[config.mk]
export PLATFORM = sky130hd
export DESIGN_NAME = sdram_arbit
export DESIGN_NICKNAME = d
export VERILOG_FILES = /design/src/rtl/sdram_arbit.sv
export SDC_FILE = /design/constraint.sdc
export NUM_CORES = 1
export LEC_CHECK = 0
export ABC_AREA = 1
export CORE_MARGIN = 3
export CORE_UTILIZATION = 37
export DETAILED_ROUTE_END_ITERATION = 10
export PLACE_DENSITY = 0.81
export SLEW_MARGIN = 20
export SYNTH_ARGS = -nofsm -noshare
export SYNTH_HDL_FRONTEND = slang
export SYNTH_SLANG_ARGS = --single-unit
[constraint.sdc]
create_clock -name sys_clk -period 1.64 [get_ports sys_clk]
set_clock_uncertainty 0.2 [all_clocks]
set_input_delay 0.328 -clock sys_clk [delete_from_list [all_inputs] [get_ports sys_clk]]
set_output_delay 0.328 -clock sys_clk [all_outputs]
set_load 0.02 [all_outputs]
[src/rtl/sdram_arbit.sv]
// sdram_arbit: grants the single SDRAM command bus to one of the init,
// auto-refresh, write and read sub-controllers. It also generates the
// periodic refresh request and muxes the granted controller onto the pins.
module sdram_arbit #(
    parameter int REF_CYC = 750,
    parameter int REF_W   = 10,
    parameter int WR_MAX  = 4
) (
    input  logic        sys_clk,
    input  logic        sys_rst,
    input  logic        init_end,
    input  logic [3:0]  init_cmd,
    input  logic [1:0]  init_ba,
    input  logic [12:0] init_addr,
    input  logic [3:0]  aref_cmd,
    input  logic [1:0]  aref_ba,
    input  logic [12:0] aref_addr,
    input  logic [3:0]  wr_cmd,
    input  logic [1:0]  wr_ba,
    input  logic [12:0] wr_addr,
    input  logic [3:0]  rd_cmd,
    input  logic [1:0]  rd_ba,
    input  logic [12:0] rd_addr,
    input  logic        wr_dq_oe,
    input  logic        wr_req,
    input  logic        rd_req,
    input  logic        aref_end,
    input  logic        wr_end,
    input  logic        rd_end,
    output logic        aref_en,
    output logic        wr_en,
    output logic        rd_en,
    output logic [3:0]  sdram_cmd,
    output logic [1:0]  sdram_ba,
    output logic [12:0] sdram_addr,
    output logic        sdram_dq_oe,
    output logic        ref_miss
);

    localparam int STK_W = $clog2(WR_MAX + 1);
    localparam logic [REF_W-1:0] REF_LAST = REF_W'(REF_CYC - 1);
    localparam logic [STK_W-1:0] STK_MAX  = STK_W'(WR_MAX);

    typedef enum logic [2:0] {
        ST_INIT  = 3'd0,
        ST_IDLE  = 3'd1,
        ST_AREF  = 3'd2,
        ST_WRITE = 3'd3,
        ST_READ  = 3'd4
    } state_t;

    state_t            state_q, state_d;
    logic              aref_en_q, aref_en_d;
    logic              wr_en_q, wr_en_d;
    logic              rd_en_q, rd_en_d;
    logic [REF_W-1:0]  timer_q, timer_d;
    logic              aref_pend_q, aref_pend_d;
    logic [STK_W-1:0]  wr_streak_q, wr_streak_d;
    logic              ref_miss_q, ref_miss_d;
    logic              grant_aref_s;
    logic              timer_run_s;
    logic              timer_hit_s;

    // Arbitration: next state, grants and write-streak bookkeeping.
    always_comb begin
        state_d      = state_q;
        aref_en_d    = aref_en_q;
        wr_en_d      = wr_en_q;
        rd_en_d      = rd_en_q;
        wr_streak_d  = wr_streak_q;
        grant_aref_s = 1'b0;
        case (state_q)
            ST_INIT: begin
                if (init_end) begin
                    state_d = ST_IDLE;
                end else begin
                    state_d = ST_INIT;
                end
            end
            ST_IDLE: begin
                if (aref_pend_q) begin
                    state_d      = ST_AREF;
                    aref_en_d    = 1'b1;
                    grant_aref_s = 1'b1;
                end else if (rd_req && (wr_streak_q == STK_MAX)) begin
                    // Reads starved long enough: force one through.
                    state_d     = ST_READ;
                    rd_en_d     = 1'b1;
                    wr_streak_d = '0;
                end else if (wr_req) begin
                    state_d = ST_WRITE;
                    wr_en_d = 1'b1;
                    if (!rd_req) begin
                        wr_streak_d = '0;
                    end else if (wr_streak_q == STK_MAX) begin
                        wr_streak_d = wr_streak_q;
                    end else begin
                        wr_streak_d = wr_streak_q + STK_W'(1);
                    end
                end else if (rd_req) begin
                    state_d     = ST_READ;
                    rd_en_d     = 1'b1;
                    wr_streak_d = '0;
                end else begin
                    state_d = ST_IDLE;
                end
            end
            ST_AREF: begin
                if (aref_end) begin
                    state_d   = ST_IDLE;
                    aref_en_d = 1'b0;
                end else begin
                    state_d = ST_AREF;
                end
            end
            ST_WRITE: begin
                if (wr_end) begin
                    state_d = ST_IDLE;
                    wr_en_d = 1'b0;
                end else begin
                    state_d = ST_WRITE;
                end
            end
            ST_READ: begin
                if (rd_end) begin
                    state_d = ST_IDLE;
                    rd_en_d = 1'b0;
                end else begin
                    state_d = ST_READ;
                end
            end
            default: begin
                state_d   = ST_INIT;
                aref_en_d = 1'b0;
                wr_en_d   = 1'b0;
                rd_en_d   = 1'b0;
            end
        endcase
    end

    // Refresh timer, pending-refresh flag and sticky overrun flag.
    always_comb begin
        timer_run_s = (state_q != ST_INIT);
        timer_hit_s = timer_run_s && (timer_q == REF_LAST);
        if (!timer_run_s) begin
            timer_d = timer_q;
        end else if (timer_hit_s) begin
            timer_d = '0;
        end else begin
            timer_d = timer_q + REF_W'(1);
        end
        // A new request wins over a same-edge grant so it is never lost.
        if (timer_hit_s) begin
            aref_pend_d = 1'b1;
        end else if (grant_aref_s) begin
            aref_pend_d = 1'b0;
        end else begin
            aref_pend_d = aref_pend_q;
        end
        ref_miss_d = ref_miss_q | (timer_hit_s & aref_pend_q);
    end

    // State and bookkeeping registers with synchronous reset.
    always_ff @(posedge sys_clk) begin
        if (sys_rst) begin
            state_q     <= ST_INIT;
            aref_en_q   <= 1'b0;
            wr_en_q     <= 1'b0;
            rd_en_q     <= 1'b0;
            timer_q     <= '0;
            aref_pend_q <= 1'b0;
            wr_streak_q <= '0;
            ref_miss_q  <= 1'b0;
        end else begin
            state_q     <= state_d;
            aref_en_q   <= aref_en_d;
            wr_en_q     <= wr_en_d;
            rd_en_q     <= rd_en_d;
            timer_q     <= timer_d;
            aref_pend_q <= aref_pend_d;
            wr_streak_q <= wr_streak_d;
            ref_miss_q  <= ref_miss_d;
        end
    end

    // Bus mux: the owner of the current state drives the SDRAM pins.
    always_comb begin
        sdram_dq_oe = 1'b0;
        case (state_q)
            ST_INIT: begin
                sdram_cmd  = init_cmd;
                sdram_ba   = init_ba;
                sdram_addr = init_addr;
            end
            ST_AREF: begin
                sdram_cmd  = aref_cmd;
                sdram_ba   = aref_ba;
                sdram_addr = aref_addr;
            end
            ST_WRITE: begin
                sdram_cmd   = wr_cmd;
                sdram_ba    = wr_ba;
                sdram_addr  = wr_addr;
                sdram_dq_oe = wr_dq_oe;
            end
            ST_READ: begin
                sdram_cmd  = rd_cmd;
                sdram_ba   = rd_ba;
                sdram_addr = rd_addr;
            end
            default: begin
                sdram_cmd  = 4'b0111;
                sdram_ba   = 2'b11;
                sdram_addr = 13'h1fff;
            end
        endcase
    end

    assign aref_en  = aref_en_q;
    assign wr_en    = wr_en_q;
    assign rd_en    = rd_en_q;
    assign ref_miss = ref_miss_q;

endmodule

---- Yosys cells after proc, flatten, opt, wreduce, memory -nomap -nowiden ----
Index checks and enable logic that the tools add are counted.
operators by class
  eq/ne operators ......................... 16
  multiplexer cells ....................... 37
  reduce and logical (&&, ||, !) cells .... 13
  add/subtract/negate cells ............... 2
  bitwise operators ....................... 6
operators by type and width
  kind                                           count
  case mux 13 bit (4 select lines)               1
  two-way mux 3 bit                              10
  two-way mux 1 bit                              17
  case mux 4 bit (4 select lines)                1
  case mux 3 bit (5 select lines)                1
  != test 2 bit, second input constant           7
  adder 10 x 1 -> 10 bit, second input constant  1
  == test 10 bit, second input constant          1
  two-way mux 10 bit                             1
  AND reduction 5 bit                            2
  case mux 1 bit (3 select lines)                3
  OR reduction 3 bit                             3
  case mux 2 bit (4 select lines)                1
  == test 3 x 2 -> 1 bit, second input constant  2
  == test 3 bit, second input constant           2
  != test 3 bit, second input constant           2
  nonzero test 3 bit                             2
  two-way mux 2 bit                              2
  != test 4 x 3 -> 1 bit, second input constant  1
  inverter 1 bit                                 4
  AND reduction 4 bit                            1
  adder 3 x 1 -> 3 bit, second input constant    1
  == test 3 x 1 -> 1 bit, second input constant  1
  zero test 3 bit                                1
  5 further kinds                                6
storage, ports and cells
  input port bits ......................... 85
  logic and storage cells ................. 82
  flip-flop bits (word level) ............. 21
  output and inout port bits .............. 24

---- Logic depth before layout (Yosys ltp) ----
Gate-level depths: netlist of run 1.
  word-level depth ........................ 5
  depth in mapped cells ................... 9

---- Worst setup path after synthesis of run 1 ----
Ideal clock, no wire load.
  path type ............................... flip-flop to output port
  start point ............................. register state_q[1]
  end point ............................... output sdram_addr[10]
  stages on the path, launching flop included .. 5
  buffers on the path ..................... 1
  setup slack ............................. -0.056 ns
  data required time ...................... 1.112 ns
  arrival time ............................ 1.168 ns
  cells stage by stage .................... dfxtp_1 nor2_2 a21oi_2 buf_2 nand3_1
between the ends
  cells in the longest elaborated chain, start to end .. 2
RTL lines
  element                                line  text
  start, declared                        52    state_t state_q, state_d;
  start signal, assigned                 175   state_q <= state_d;
  == test 3 bit (tied with other cells)  189   case (state_q)
  case mux 13 bit (4 select lines) *     189
  end, declared                          35    output logic [12:0] sdram_addr,
Mark *: on every way between the ends. The rest lies on a longest branch, timed or not.

---- Worst setup path after layout of run 1 ----
  start point ............................. register state_q[0]
  end point ............................... output sdram_addr[7]
The elaborated chain is that of the path after synthesis.

==> metrics.md, run 1 <==
| Metric | Value |
|---|---|
| Critical path endpoint category | primary output |
| Max-cap violations | 0 |
| Fin. Hold Viols | 0 |
| Share of cells above drive strength 1 | 34.1% |
| Critical Path Source Type | flip-flop |
| DR DRC count | 0 |
| Worst-path fanout max | 9 |
| First-pass GRT wire length | 13.2 mm |
| # H-tree levels | 1 |
| Mapped Nets | 395 |
| Sequential area share after synthesis | 24.4% |
| FF+latch area | 435 um2 |
| Setup CP Type | reg -> out |
| Hpwl dp | 5.73 mm |
| Multi-input gate area | 1440 um2 |
| Setup ws final | -0.456 ns |
| Via count | 2790 |
| Synth warnings | 0 |
| Worst EP arrival | 1.57 ns |
| Power Density | 615 nW/um2 |
| Worst Tran Pin Value | 0.268 ns |
| Crit path time final | 2.10 ns |
| Num ports | 109 |
| Iter 0 DRT Violations | 188 |
| Failing checks | negative setup slack |
| Root Buffer | clkbuf_8 |
| Placed cell area | 3130 um2 |
| Post-Synthesis Cell Area | 1720 um2 |
| Cell row count | 24 |
| Die Wd | 74.3 um |
| CTS Buffer Depth | 2 |
| GRT overflow | 0 |
| Slew Limit Fails | 0 |
| Routability cong. | 0.900 |
| Syn Area/Cell | 5.63 um2 |
| Routed WL | 9.18 mm |
| Commonest non-fill, non-tap cell in the layout | clkdlybuf4s50_1 |
| HP Class | reg -> reg |
| Number of diodes | 0 |
| Post-layout nets | 542 |
| Util after Layout | 82.8% |
| Setup violators final | 20 |
| Avg WL per Cell | 18.2 um |
| Pre-Repair DR Iteration Count | 6 |
| Port Buf Inserts | 108 |
| Starting Density | 39.1% |
| Reg clk slew, reported paths | 0.07 ns |
| Mapped Cells | 306 |
| Peak supply drop | 0.000448 V |
| Die ar. | 5520 um2 |
| Pin count of the biggest net entering global routing | 16 |
| FILL cells | 248 |
| Number of global-route vias before repair | 2695 |
| Initial antenna violation count | 0 |
| Final Cycle Share | 128% |
| Hold_buf cts | 0 |
| RSZ-0062 raised after global routing | yes |
| ANT nets after route | 0 |
| Total power | 2250 uW |
| Worst relative slew slack | 82.0% |
| Fin area | 3660 um2 |
| Most frequent cells in the layout | clkdlybuf4s50_1, nand2_1, buf_4 |
| Core area | 4410 um2 |
| Outcome | finished, violations left |
| Register bit total from synthesis | 21 |
| Layout area overhead | 112% |
| Setup TNS | -7.27 ns |
| Clk_lat worst skew | 0.26 ns |
| Max Clock Freq | 0.477 GHz |
| Die height | 74.3 um |
| Clk sink count | 21 |
| Tot GR Track Use | 31.3% |
| Count of cell types in the netlist | 24 |
| Leak pwr | 0.00164 uW |
| CTS Buf Count | 3 |
| Vias/cell | 5.54 |
| Critical Path RT | 1.11 ns |
| CTS tree | done |
| Post-route insts no fill | 504 |
| Placed cell count | 482 |
==> path summary, 6_finish.rpt <==
check | cells after the start | from | end | slack (ns)
setup reg to reg | 10 | state_q[0]$_SDFF_PP0_ | aref_en$_SDFFE_PP0P_ | 0.01
setup / recovery | 9 | state_q[0]$_SDFF_PP0_ | sdram_addr[7] | -0.46
hold / removal | 2 | wr_en$_SDFFE_PP0P_ | wr_en$_SDFFE_PP0P_ | 0.24
hold reg to reg | 2 | wr_en$_SDFFE_PP0P_ | wr_en$_SDFFE_PP0P_ | 0.24
==> worst max-delay path, cell delays in order, from the launching register on <==
cell     delay [ns]
dfxtp_4        0.40
inv_4          0.06
nand2_4        0.07
nor2_4         0.05
buf_12         0.13
nand2_1        0.06
nand2_1        0.09
a21oi_2        0.20
nand3_2        0.10
buf_6          0.14
==> registers in the layout (all words and copies together), names as in the netlist <==
signal	count
aref_en	1
wr_streak_q	3
rd_en	1
state_q	3
ref_miss	1
timer_q	10
aref_pend_q	1
wr_en	1
==> cell type report <==
cell class / instances / area share (%)
clock buffers: 4 / 1.23
inverters: 30 / 3.22
multi-input cells: 242 / 39.3
flip-flops and latches: 21 / 11.9
well taps: 52 / 1.78
repair buffers: 155 / 42.6
==> kinds of logic (layout without fill, tap and decap cells) <==
kind of cell,after synthesis,in the layout,share of synthesized area [%]
AND/OR/NAND/NOR,195,195,48.8
flip-flops,21,21,24.4
adder cells (fa/ha/maj),4,4,2.90
XOR/XNOR,1,1,0.508
AO/OA/AOI/OAI,42,42,13.1
buffers and inverters,43,189,10.2
==> where the power goes <==
group	switching (uW)	internal, uW	total [uW]
sequential	33.3	536	569
clock	167	173	340
combinational	653	686	1340
==> repair_timing <==
action | 4_1_cts | 5_1_grt
cloned | 3 | 0
buffers inserted | 13 | 2
pin swaps | 7 | 14
gates resized for setup | 168 | 45
setup endpoints to repair | 25 | 37
==> per-stage QoR <==
stage	worst slack [ns]	hold slack [ns]
floorplan	0.00619	0.270
global placement	-0.661	0.238
detailed placement	-0.722	0.236
CTS	-0.375	0.245
global route	-0.517	0.262
finish	-0.456	0.243
==> Yosys cell counts <==
cell / count / area [um2]
nand3_2: 1 / 10.0
clkbuf_1: 2 / 7.51
buf_4: 2 / 15.0
dfxtp_1: 21 / 420
nor2_1: 33 / 124
nand2_2: 2 / 12.5
xor2_1: 1 / 8.76
a21oi_2: 1 / 8.76
inv_1: 29 / 109
nand4_1: 9 / 56.3
o21ai_0: 7 / 35.0
a21oi_1: 28 / 140
o21a_1: 1 / 7.51
buf_2: 6 / 30.0
buf_1: 3 / 11.3
nor3_1: 5 / 25.0
nor2_2: 3 / 18.8
nand2_1: 97 / 364
nand3_1: 44 / 220
ha_1: 4 / 50.1
inv_2: 1 / 3.75
nor2_4: 1 / 11.3
a31oi_1: 2 / 12.5
a22oi_1: 3 / 22.5
==> layer usage <==
layer	vias to the layer above	global-route usage [%]	wire length, um
met5	-	0	0
met4	0	16.2	516
met3	58	9.32	1060
met2	168	56.4	4430
met1	1269	32.6	3180
li1	1295	-	-
No activity file was read; power rests on OpenSTA's default activity.
==> run 2, diff against run 1 <==
SLEW_MARGIN = 40   (was 20)
==> results of run 2 <==
Same layout as run 1: the final DEF is identical, and so are final timing and power.
